$ cat config.mk
export PLATFORM = sky130hd
export DESIGN_NAME = assert_event_arbiter
export DESIGN_NICKNAME = d
export VERILOG_FILES = /design/src/rtl/assert_event_arbiter.sv
export SDC_FILE = /design/constraint.sdc
export NUM_CORES = 1
export LEC_CHECK = 0
export ABC_AREA = 1
export CORE_MARGIN = 2
export CORE_UTILIZATION = 50
export DETAILED_ROUTE_END_ITERATION = 12
export PLACE_DENSITY = 0.71
export SYNTH_ARGS = -nofsm -noshare
export SYNTH_HDL_FRONTEND = slang
export SYNTH_SLANG_ARGS = --single-unit
$ cat constraint.sdc
create_clock -name clk -period 2.2 [get_ports clk]
set_input_delay 0.33 -clock clk [delete_from_list [all_inputs] [get_ports clk]]
set_output_delay 0.33 -clock clk [all_outputs]
set_load 0.005 [all_outputs]
$ cat src/rtl/assert_event_arbiter.sv
// assert_event_arbiter: collects assertion-checker fail pulses, keeps sticky and
// saturating per-source state, and round-robin shares one valid/ready report port.
module assert_event_arbiter #(
  parameter int N_SRC = 4,
  parameter int CNT_W = 8,
  localparam int IW = (N_SRC > 1) ? $clog2(N_SRC) : 1
) (
  input  logic             clk,
  input  logic             reset,
  input  logic             arm,
  input  logic             clear,
  input  logic [N_SRC-1:0] src_fail,
  input  logic [N_SRC-1:0] src_mask,
  output logic             rpt_valid,
  input  logic             rpt_ready,
  output logic [IW-1:0]    rpt_src,
  output logic [CNT_W-1:0] rpt_count,
  output logic             any_fail,
  output logic             first_valid,
  output logic [IW-1:0]    first_src,
  output logic             dropped
);
  typedef enum logic [1:0] {IDLE, ARMED, REPORT} state_t;
  state_t                       state_q, state_d;
  logic [N_SRC-1:0]             pending_q, pending_d, hit, hs_mask;
  logic [N_SRC-1:0][CNT_W-1:0]  cnt_q, cnt_d;
  logic [IW-1:0]                rr_q, rr_d, rpt_src_q, rpt_src_d, first_src_q, first_src_d;
  logic [IW-1:0]                gnt_idx, first_hit;
  logic [CNT_W-1:0]             rpt_count_q, rpt_count_d;
  logic                         rpt_valid_q, rpt_valid_d, any_fail_q, any_fail_d;
  logic                         first_valid_q, first_valid_d, dropped_q, dropped_d;
  logic                         gnt_found, hs;
  // Scan downwards so the pending index closest to rr_q (and the lowest hit) wins.
  always_comb begin
    gnt_idx = '0;
    gnt_found = 1'b0;
    first_hit = '0;
    for (int k = N_SRC - 1; k >= 0; k--) begin
      if (pending_q[(int'(rr_q) + k) % N_SRC]) begin
        gnt_found = 1'b1;
        gnt_idx = IW'((int'(rr_q) + k) % N_SRC);
      end
      if (hit[k]) first_hit = IW'(k);
    end
  end
  always_comb begin
    hit = src_fail & src_mask & {N_SRC{arm}};
    hs = rpt_valid_q & rpt_ready;
    hs_mask = hs ? N_SRC'(1) << rpt_src_q : '0;
    pending_d = (pending_q & ~hs_mask) | hit;
    dropped_d = dropped_q | |(hit & pending_q & ~hs_mask);
    any_fail_d = any_fail_q | |hit;
    first_valid_d = first_valid_q | |hit;
    first_src_d = (!first_valid_q && |hit) ? first_hit : first_src_q;
    for (int i = 0; i < N_SRC; i++)
      cnt_d[i] = (hit[i] && cnt_q[i] != '1) ? cnt_q[i] + 1'b1 : cnt_q[i];
    state_d = state_q;
    rr_d = rr_q;
    rpt_valid_d = rpt_valid_q;
    rpt_src_d = rpt_src_q;
    rpt_count_d = rpt_count_q;
    case (state_q)
      IDLE: state_d = arm ? ARMED : IDLE;
      ARMED: begin
        if (!arm) state_d = IDLE;
        else if (gnt_found) begin
          state_d = REPORT;
          rpt_valid_d = 1'b1;
          rpt_src_d = gnt_idx;
          rpt_count_d = cnt_q[gnt_idx];
        end
      end
      REPORT: begin
        if (hs) begin
          rpt_valid_d = 1'b0;
          rr_d = (rpt_src_q == IW'(N_SRC - 1)) ? '0 : rpt_src_q + 1'b1;
          state_d = arm ? ARMED : IDLE;
        end
      end
      default: state_d = IDLE;
    endcase
    if (clear) begin
      pending_d = '0;
      cnt_d = '0;
      dropped_d = 1'b0;
      any_fail_d = 1'b0;
      first_valid_d = 1'b0;
      first_src_d = '0;
      rr_d = '0;
      rpt_valid_d = 1'b0;
      rpt_src_d = '0;
      rpt_count_d = '0;
      state_d = arm ? ARMED : IDLE;
    end
  end
  always_ff @(posedge clk or negedge reset) begin
    if (!reset) begin
      state_q <= IDLE;
      pending_q <= '0;
      cnt_q <= '0;
      rr_q <= '0;
      rpt_valid_q <= 1'b0;
      rpt_src_q <= '0;
      rpt_count_q <= '0;
      any_fail_q <= 1'b0;
      first_valid_q <= 1'b0;
      first_src_q <= '0;
      dropped_q <= 1'b0;
    end else begin
      state_q <= state_d;
      pending_q <= pending_d;
      cnt_q <= cnt_d;
      rr_q <= rr_d;
      rpt_valid_q <= rpt_valid_d;
      rpt_src_q <= rpt_src_d;
      rpt_count_q <= rpt_count_d;
      any_fail_q <= any_fail_d;
      first_valid_q <= first_valid_d;
      first_src_q <= first_src_d;
      dropped_q <= dropped_d;
    end
  end
  assign rpt_valid = rpt_valid_q;
  assign rpt_src = rpt_src_q;
  assign rpt_count = rpt_count_q;
  assign any_fail = any_fail_q;
  assign first_valid = first_valid_q;
  assign first_src = first_src_q;
  assign dropped = dropped_q;
endmodule

Word level (Yosys, flattened, before mapping)
Index checks and enable logic that the tools add are counted.
{"block": "classes", "magnitude_cmp": 5, "add_sub_neg": 8, "n_bitwise": 14, "n_reduce_logical": 27, "n_mux": 60, "eq_ne": 11, "n_shift": 1}
{"op": "$mux 8", "n": 9}
{"op": "$mux 2", "n": 22}
{"op": "$add 8x1->8 const B", "n": 4}
{"op": "$mux 32", "n": 1}
{"op": "$ne 8x8->1 const B", "n": 4}
{"op": "$and 4x4->4", "n": 5}
{"op": "$reduce_bool 2->1", "n": 10}
{"op": "$mux 1", "n": 19}
{"op": "$bmux 8 s2", "n": 1}
{"op": "$lt 3x4->1 const B", "n": 3}
{"op": "$ne 3x3->1 const B", "n": 3}
{"op": "$bmux 1 s2", "n": 4}
{"op": "$mux 4", "n": 2}
{"op": "$reduce_or 4->1", "n": 2}
{"op": "$lt 2x3->1 const B", "n": 2}
{"op": "$pmux 2 s3", "n": 1}
{"op": "$reduce_or 2->1", "n": 3}
{"op": "$logic_and 1x1->1", "n": 5}
{"op": "$add 2x1->2 const B", "n": 2}
{"op": "$add 2x2->2 const B", "n": 2}
{"op": "$eq 2x2->1 const B", "n": 2}
{"op": "$ne 4x4->1 const B", "n": 1}
{"op": "$not 4->4", "n": 1}
{"op": "$or 4x4->4", "n": 1}
{"op": "12 further kinds", "n": 17}
{"block": "totals", "ff_bits": 56, "inputBits": 13, "output_inout_bits": 16, "word_cells": 140}

Depth between registers and ports, before layout
{"block": "depth", "word_depth": 16, "ltp_mapped": 13, "ltp_nobuf": 12}

Worst setup path after synthesis
No wires, ideal clock.
{"block": "synth_timing", "path_type": "flip-flop to flip-flop", "from": "reg rr_q[0]", "to": "reg rpt_count_q[6], in the netlist rpt_count[6]", "stages_incl_launch_ff": 13, "path_buffers": 2, "t_arrival_ps": 1473, "required_ps": 2083, "setup_slack_ps": 609, "setup_ps": 117, "synth_period_minus_slack_ps": 1591, "path_cell_list": "dfrtp_1 buf_6 xnor2_1 nand2_1 nand3_2 nand2_2 nand2_4 nand2_4 buf_8 nand2_2 nand3_1 nand3_1 nand2_1"}
{"block": "synth_between", "elab_chain_len": 14, "word_cells_on_any_way": 30, "cone_classes": "add/sub (3); mux (25); reduce/logical (2)"}
{"element": "start, declared", "line": "27", "source": "logic [IW-1:0] rr_q, rr_d, rpt_src_q, rpt_src_d, first_src_q, first_src_d;"}
{"element": "start signal, assigned", "line": "113", "source": "rr_q <= rr_d;"}
{"element": "$add 2x2->2", "line": "39, 41"}
{"element": "$bmux 1 s2", "line": "39", "source": "if (pending_q[(int'(rr_q) + k) % N_SRC]) begin"}
{"element": "$mux 1 (implied by the code) (2 in a row)", "line": "39"}
{"element": "$mux 2 (4 in a row)", "line": "39"}
{"element": "$bmux 8 s2", "line": "70", "source": "rpt_count_d = cnt_q[gnt_idx];"}
{"element": "$mux 8 (implied by the code)", "line": "70"}
{"element": "$mux 8", "line": "66", "source": "else if (gnt_found) begin"}
{"element": "$mux 8", "line": "65", "source": "if (!arm) state_d = IDLE;"}
{"element": "$mux 8", "line": "62", "source": "case (state_q)"}
{"element": "$mux 8", "line": "82", "source": "if (clear) begin"}
{"element": "end signal, assigned", "line": "116", "source": "rpt_count_q <= rpt_count_d;"}
{"element": "end, declared", "line": "29", "source": "logic [CNT_W-1:0] rpt_count_q, rpt_count_d;"}
Parallel ways exist; a longest one is shown, timed or not. The select of a mux whose other input is x is not followed.
A chain may end at the register's enable or synchronous reset.

Worst setup path in the final report
{"block": "layout_timing", "from": "reg rr_q[0]", "to": "reg rpt_count_q[2], in the netlist rpt_count[2]"}
The elaborated chain is that of the path after synthesis.

==> flow_results.xml <==
<?xml version="1.0" encoding="UTF-8"?>
<metrics>
  <group name="final_layout">
    <metric name="num-nets-final" unit="">468</metric>
    <metric name="fillerInstances" unit="">554</metric>
    <metric name="insertedDiodeCount" unit="">0</metric>
    <metric name="post_route_cells_drive_above_1_share" unit="%">9.82</metric>
    <metric name="syn_to_final_growth" unit="%">16.4</metric>
  </group>
  <group name="global_route">
    <metric name="gr-usage-all-layers" unit="%">22.1</metric>
    <metric name="grt_antenna_before_repair" unit="">0</metric>
    <metric name="wire_length_of_the_first_global_routing_pass" unit="um">12700</metric>
    <metric name="gr-total-overflow" unit="">0</metric>
    <metric name="grt_max_degree" unit="">57</metric>
    <metric name="grt_pass1_vias" unit="">2664</metric>
  </group>
  <group name="setup_path">
    <metric name="timing.rr.start" unit="">rr_q[0]</metric>
    <metric name="critical_path_peak_fanout" unit="">17</metric>
    <metric name="timing.critical_path.arrival" unit="ps">2070</metric>
    <metric name="critical-path-max-stage-delay" unit="ps">500</metric>
    <metric name="cp_slowest_cell" unit="">sky130_fd_sc_hd__dfrtp_2</metric>
    <metric name="kind_of_cell_adding_the_most_delay_to_the_critical_path" unit="">simple AND/OR/NAND/NOR gates</metric>
    <metric name="timing.critical_path.cells" unit="">inv_1, nand2_1, nand3_1, nand2_1, nand3_2, nand2_2, nand2_4, nand2_4, nand2_1, nand3_1, nand3_1, nand2_1</metric>
    <metric name="timing.setup.critical_path_class" unit="">reg2reg</metric>
    <metric name="setup.worst_path.start_class" unit="">flip-flop</metric>
    <metric name="critical_path.endpoint_type" unit="">flip-flop</metric>
    <metric name="critPathRequiredTime" unit="ps">2460</metric>
    <metric name="worst-r2r-cell-count" unit="">12</metric>
    <metric name="cp.buffers_inverters" unit="">1</metric>
    <metric name="timing.rr.end" unit="">rpt_count[2]</metric>
    <metric name="reg2reg_setup_slack" unit="ps">390</metric>
    <metric name="crit_path_frequent_cell" unit="">sky130_fd_sc_hd__nand2_1</metric>
  </group>
  <group name="power_and_ir_drop">
    <metric name="power.internal" unit="W">0.00156</metric>
    <metric name="swShare" unit="%">28.9</metric>
    <metric name="report.power.total" unit="W">0.00220</metric>
    <metric name="power.static_leakage" unit="nW">1.71</metric>
    <metric name="power_per_cell_area" unit="nW/um^2">597</metric>
    <metric name="p_clk_share" unit="%">31.3</metric>
    <metric name="power_frac_comb" unit="%">18.6</metric>
    <metric name="net-switching-power" unit="W">0.000636</metric>
    <metric name="vdd.ir_drop.worst" unit="mV">0.399</metric>
    <metric name="p_seq_share" unit="%">50.1</metric>
  </group>
  <group name="yosys">
    <metric name="share_of_the_synthesized_area_in_compound_gates_ao_oa_aoi_oai" unit="%">11.9</metric>
    <metric name="yosys_warning_count" unit="">0</metric>
    <metric name="post_synth_instance_area" unit="sq um">3170</metric>
    <metric name="synth_flop_cell" unit="">sky130_fd_sc_hd__dfrtp_1</metric>
    <metric name="yosysTopAreaCellShare" unit="%">44.3</metric>
    <metric name="synth_xor_area_share" unit="%">1.11</metric>
    <metric name="most_area_hungry_cell_type_in_the_yosys_netlist" unit="">sky130_fd_sc_hd__dfrtp_1</metric>
    <metric name="synth.most_common_cell" unit="">sky130_fd_sc_hd__nand2_1</metric>
    <metric name="syn_inst" unit="">411</metric>
    <metric name="ys_seq_elements" unit="">56</metric>
    <metric name="synthArstFlopShare" unit="%">100</metric>
    <metric name="main_combinational_cell_family_by_area_after_synthesis" unit="">simple AND/OR/NAND/NOR gates</metric>
    <metric name="synth.lib_cells_used.distinct" unit="">40</metric>
    <metric name="synth.yosys.seq_area_share" unit="%">44.3</metric>
    <metric name="synth_edf_count" unit="">0</metric>
    <metric name="synth.top_cells.by_area" unit="">sky130_fd_sc_hd__dfrtp_1 (44%), sky130_fd_sc_hd__nand3_1 (12%), sky130_fd_sc_hd__nand2_1 (9.5%)</metric>
    <metric name="post_synth.cell_area_avg" unit="sq um">7.71</metric>
    <metric name="postSynthNetCount" unit="">432</metric>
    <metric name="synth-simple-area-share" unit="%">31.3</metric>
    <metric name="post_synthesis_share_of_cell_area_spent_on_full_adders_half_adders_and_majority_gates" unit="%">3.16</metric>
    <metric name="synth_commonest_cells" unit="">sky130_fd_sc_hd__nand2_1 (80), sky130_fd_sc_hd__nand3_1 (73), sky130_fd_sc_hd__dfrtp_1 (56)</metric>
    <metric name="proportion_of_synthesized_area_in_mux_cells" unit="%">0</metric>
  </group>
  <group name="job">
    <metric name="maxCapViolCount" unit="">0</metric>
  </group>
  <group name="clock_network">
    <metric name="cts_tree" unit="">built</metric>
    <metric name="cts.clk_slew.worst_paths" unit="ps">100</metric>
    <metric name="tritoncts_sinks" unit="">56</metric>
    <metric name="cts_root_buf" unit="">sky130_fd_sc_hd__clkbuf_8</metric>
    <metric name="h-tree-depth" unit="">2</metric>
    <metric name="max-clock-path-buffers" unit="">2</metric>
    <metric name="holdBufCountCts" unit="">0</metric>
    <metric name="clk-insertion-delay-late" unit="ps">310</metric>
    <metric name="numCtsBuffers" unit="">5</metric>
  </group>
  <group name="sta">
    <metric name="setup_violations" unit="">0</metric>
    <metric name="relSlewSlack" unit="%">70.0</metric>
    <metric name="fin_skew" unit="ps">10.4</metric>
    <metric name="setup_repair_after_global_routing_missed_its_margin" unit="">no</metric>
    <metric name="final.hold.worst_slack" unit="ps">-11.3</metric>
    <metric name="tightestPinTransition" unit="ps">445</metric>
    <metric name="hold_viol" unit="">3</metric>
    <metric name="final_min_period_over_clock_period" unit="%">82.5</metric>
    <metric name="final-max-slew-violation-count" unit="">0</metric>
    <metric name="fin_crit" unit="ps">1810</metric>
    <metric name="fmax" unit="MHz">551</metric>
    <metric name="setup-tns-final" unit="ps">0</metric>
  </group>
  <group name="floorplan">
    <metric name="die_w" unit="um">83.6</metric>
    <metric name="area_of_the_die" unit="sq um">6990</metric>
    <metric name="row_count" unit="">28</metric>
    <metric name="initial_core_util" unit="%">52.6</metric>
    <metric name="coreArea" unit="sq um">6030</metric>
    <metric name="top_level_ports" unit="">29</metric>
    <metric name="die_h" unit="um">83.6</metric>
  </group>
  <group name="route">
    <metric name="dr.pass1.iters" unit="">5</metric>
    <metric name="remaining_design_rule_violation_count" unit="">0</metric>
    <metric name="drt.antenna.violating_nets" unit="">0</metric>
    <metric name="avgRoutedWirePerCell" unit="um">14.0</metric>
    <metric name="routed-via-count" unit="">2870</metric>
    <metric name="final_wirelength" unit="um">7310</metric>
    <metric name="vias_per_cell" unit="">5.49</metric>
    <metric name="first_iter_violations" unit="">226</metric>
  </group>
  <group name="outcome">
    <metric name="outcome" unit="">finished, violations left</metric>
    <metric name="failing_checks" unit="">hold timing</metric>
  </group>
  <group name="place">
    <metric name="place_congestion" unit="">0.944</metric>
    <metric name="place.detailed.hpwl" unit="um">5390</metric>
    <metric name="portBuffers" unit="">28</metric>
  </group>
  <group name="hold_path">
    <metric name="hold_path.class" unit="">in2async</metric>
  </group>
</metrics>
## power groups by stage
stage / Combinational [W] / Clock (W) / Sequential, W
final: 0.000410 / 0.000688 / 0.00110
after global routing: 0.000466 / 0.000742 / 0.00111
after CTS: 0.000413 / 0.000695 / 0.00110
after detailed placement: 0.000411 / 0 / 0.00112
after global placement: 0.000408 / 0 / 0.00112
after floorplan: 0.000288 / 0 / 0.00111
## state kept, by name (all words and copies together) (netlist names)
register,cells
cnt_q,32
rpt_count,8
pending_q,4
first_src,2
rpt_src,2
rr_q,2
state_q,2
any_fail,1
dropped,1
first_valid,1
rpt_valid,1
## routing by layer
layer  wire length, um  vias to the layer above  global-route usage [%]  share of wire, %
met2              3360                       82                    35.6                46
met1              3470                     1348                    31.6                48
met3               394                        8                    3.36               5.4
li1                  -                     1432                       -                 -
met5                 0                        -                       0                 0
met4                83                        0                    4.99               1.1
## worst max path at each step
| stage | endpoint | from | slack (ps) | depth (start not counted) |
|---|---|---|---|---|
| floorplan | rpt_count[6] | rr_q[0] | 610 | 12 |
| global placement | cnt_q[4] | arm | 200 | 8 |
| detailed placement | cnt_q[4] | arm | 130 | 8 |
| CTS | rpt_count[2] | rr_q[0] | 220 | 12 |
| global route | rpt_count[2] | rr_q[0] | 150 | 12 |
| finish | rpt_count[2] | rr_q[0] | 390 | 12 |
## worst register-to-register path, delay by kind of cell, from the launching register on
kind	cells	cell delay, ps
and+or+nand+nor	11	1150
DFF	1	500
buffers and inverters	1	120
## stage by stage
step | cell area [sq um] | hold WS [ps] | util [%] | cells | setup slack, ps
after detailed placement | 3570 | 352 | 59.3 | 515 | 127
after floorplan | 3170 | 34.4 | - | 411 | 609
final | 3680 | -11.3 | 61.2 | 523 | 386
after global routing | 3680 | 12.9 | 61.2 | 523 | 154
after global placement | 3570 | 357 | 59.3 | 515 | 204
after CTS | 3680 | 1.88 | 61.1 | 523 | 225
## logic make-up after synthesis
group | count (synthesis)
compound gates | 66
xor+xnor | 4
fa+ha+maj | 8
buf+inv | 62
flops | 56
simple gates | 215
## final cells by class
| type | instances | area (sq um) | area share (%) |
|---|---|---|---|
| well taps | 75 | 93.8 | 2.55 |
| clock inverters | 3 | 42.5 | 1.15 |
| repair buffers | 41 | 385 | 10.5 |
| multi-input cells | 293 | 1500 | 40.8 |
| flip-flops and latches | 56 | 1400 | 38.1 |
| inverters | 50 | 188 | 5.09 |
| clock buffers | 5 | 68.8 | 1.87 |
## layout by cell type, fill, tap and decap left out, types with 2 or more instances in the layout
cell type / count
sky130_fd_sc_hd__nor3_2: 2
sky130_fd_sc_hd__o21ai_0: 17
sky130_fd_sc_hd__nand3_2: 2
sky130_fd_sc_hd__xor2_1: 3
sky130_fd_sc_hd__o21ai_1: 9
sky130_fd_sc_hd__clkinv_1: 3
sky130_fd_sc_hd__inv_1: 39
sky130_fd_sc_hd__dfrtp_1: 55
sky130_fd_sc_hd__ha_1: 8
sky130_fd_sc_hd__nand2_2: 2
sky130_fd_sc_hd__nor2_1: 34
sky130_fd_sc_hd__a21oi_1: 26
sky130_fd_sc_hd__clkbuf_8: 5
sky130_fd_sc_hd__o22ai_1: 3
sky130_fd_sc_hd__nor3_1: 14
sky130_fd_sc_hd__nand3_1: 73
sky130_fd_sc_hd__nand2_1: 80
sky130_fd_sc_hd__clkdlybuf4s50_1: 27
sky130_fd_sc_hd__inv_2: 8
sky130_fd_sc_hd__nand2_4: 2
sky130_fd_sc_hd__a31oi_1: 2
sky130_fd_sc_hd__buf_4: 12
## repair_timing
| item | CTS | global route |
|---|---|---|
| gates resized for setup | 0 | 1 |
| setup buffers | 0 | 0 |
| endpoints found under the setup margin | 0 | 3 |
Note: power is estimated with default switching activity, not from simulation.
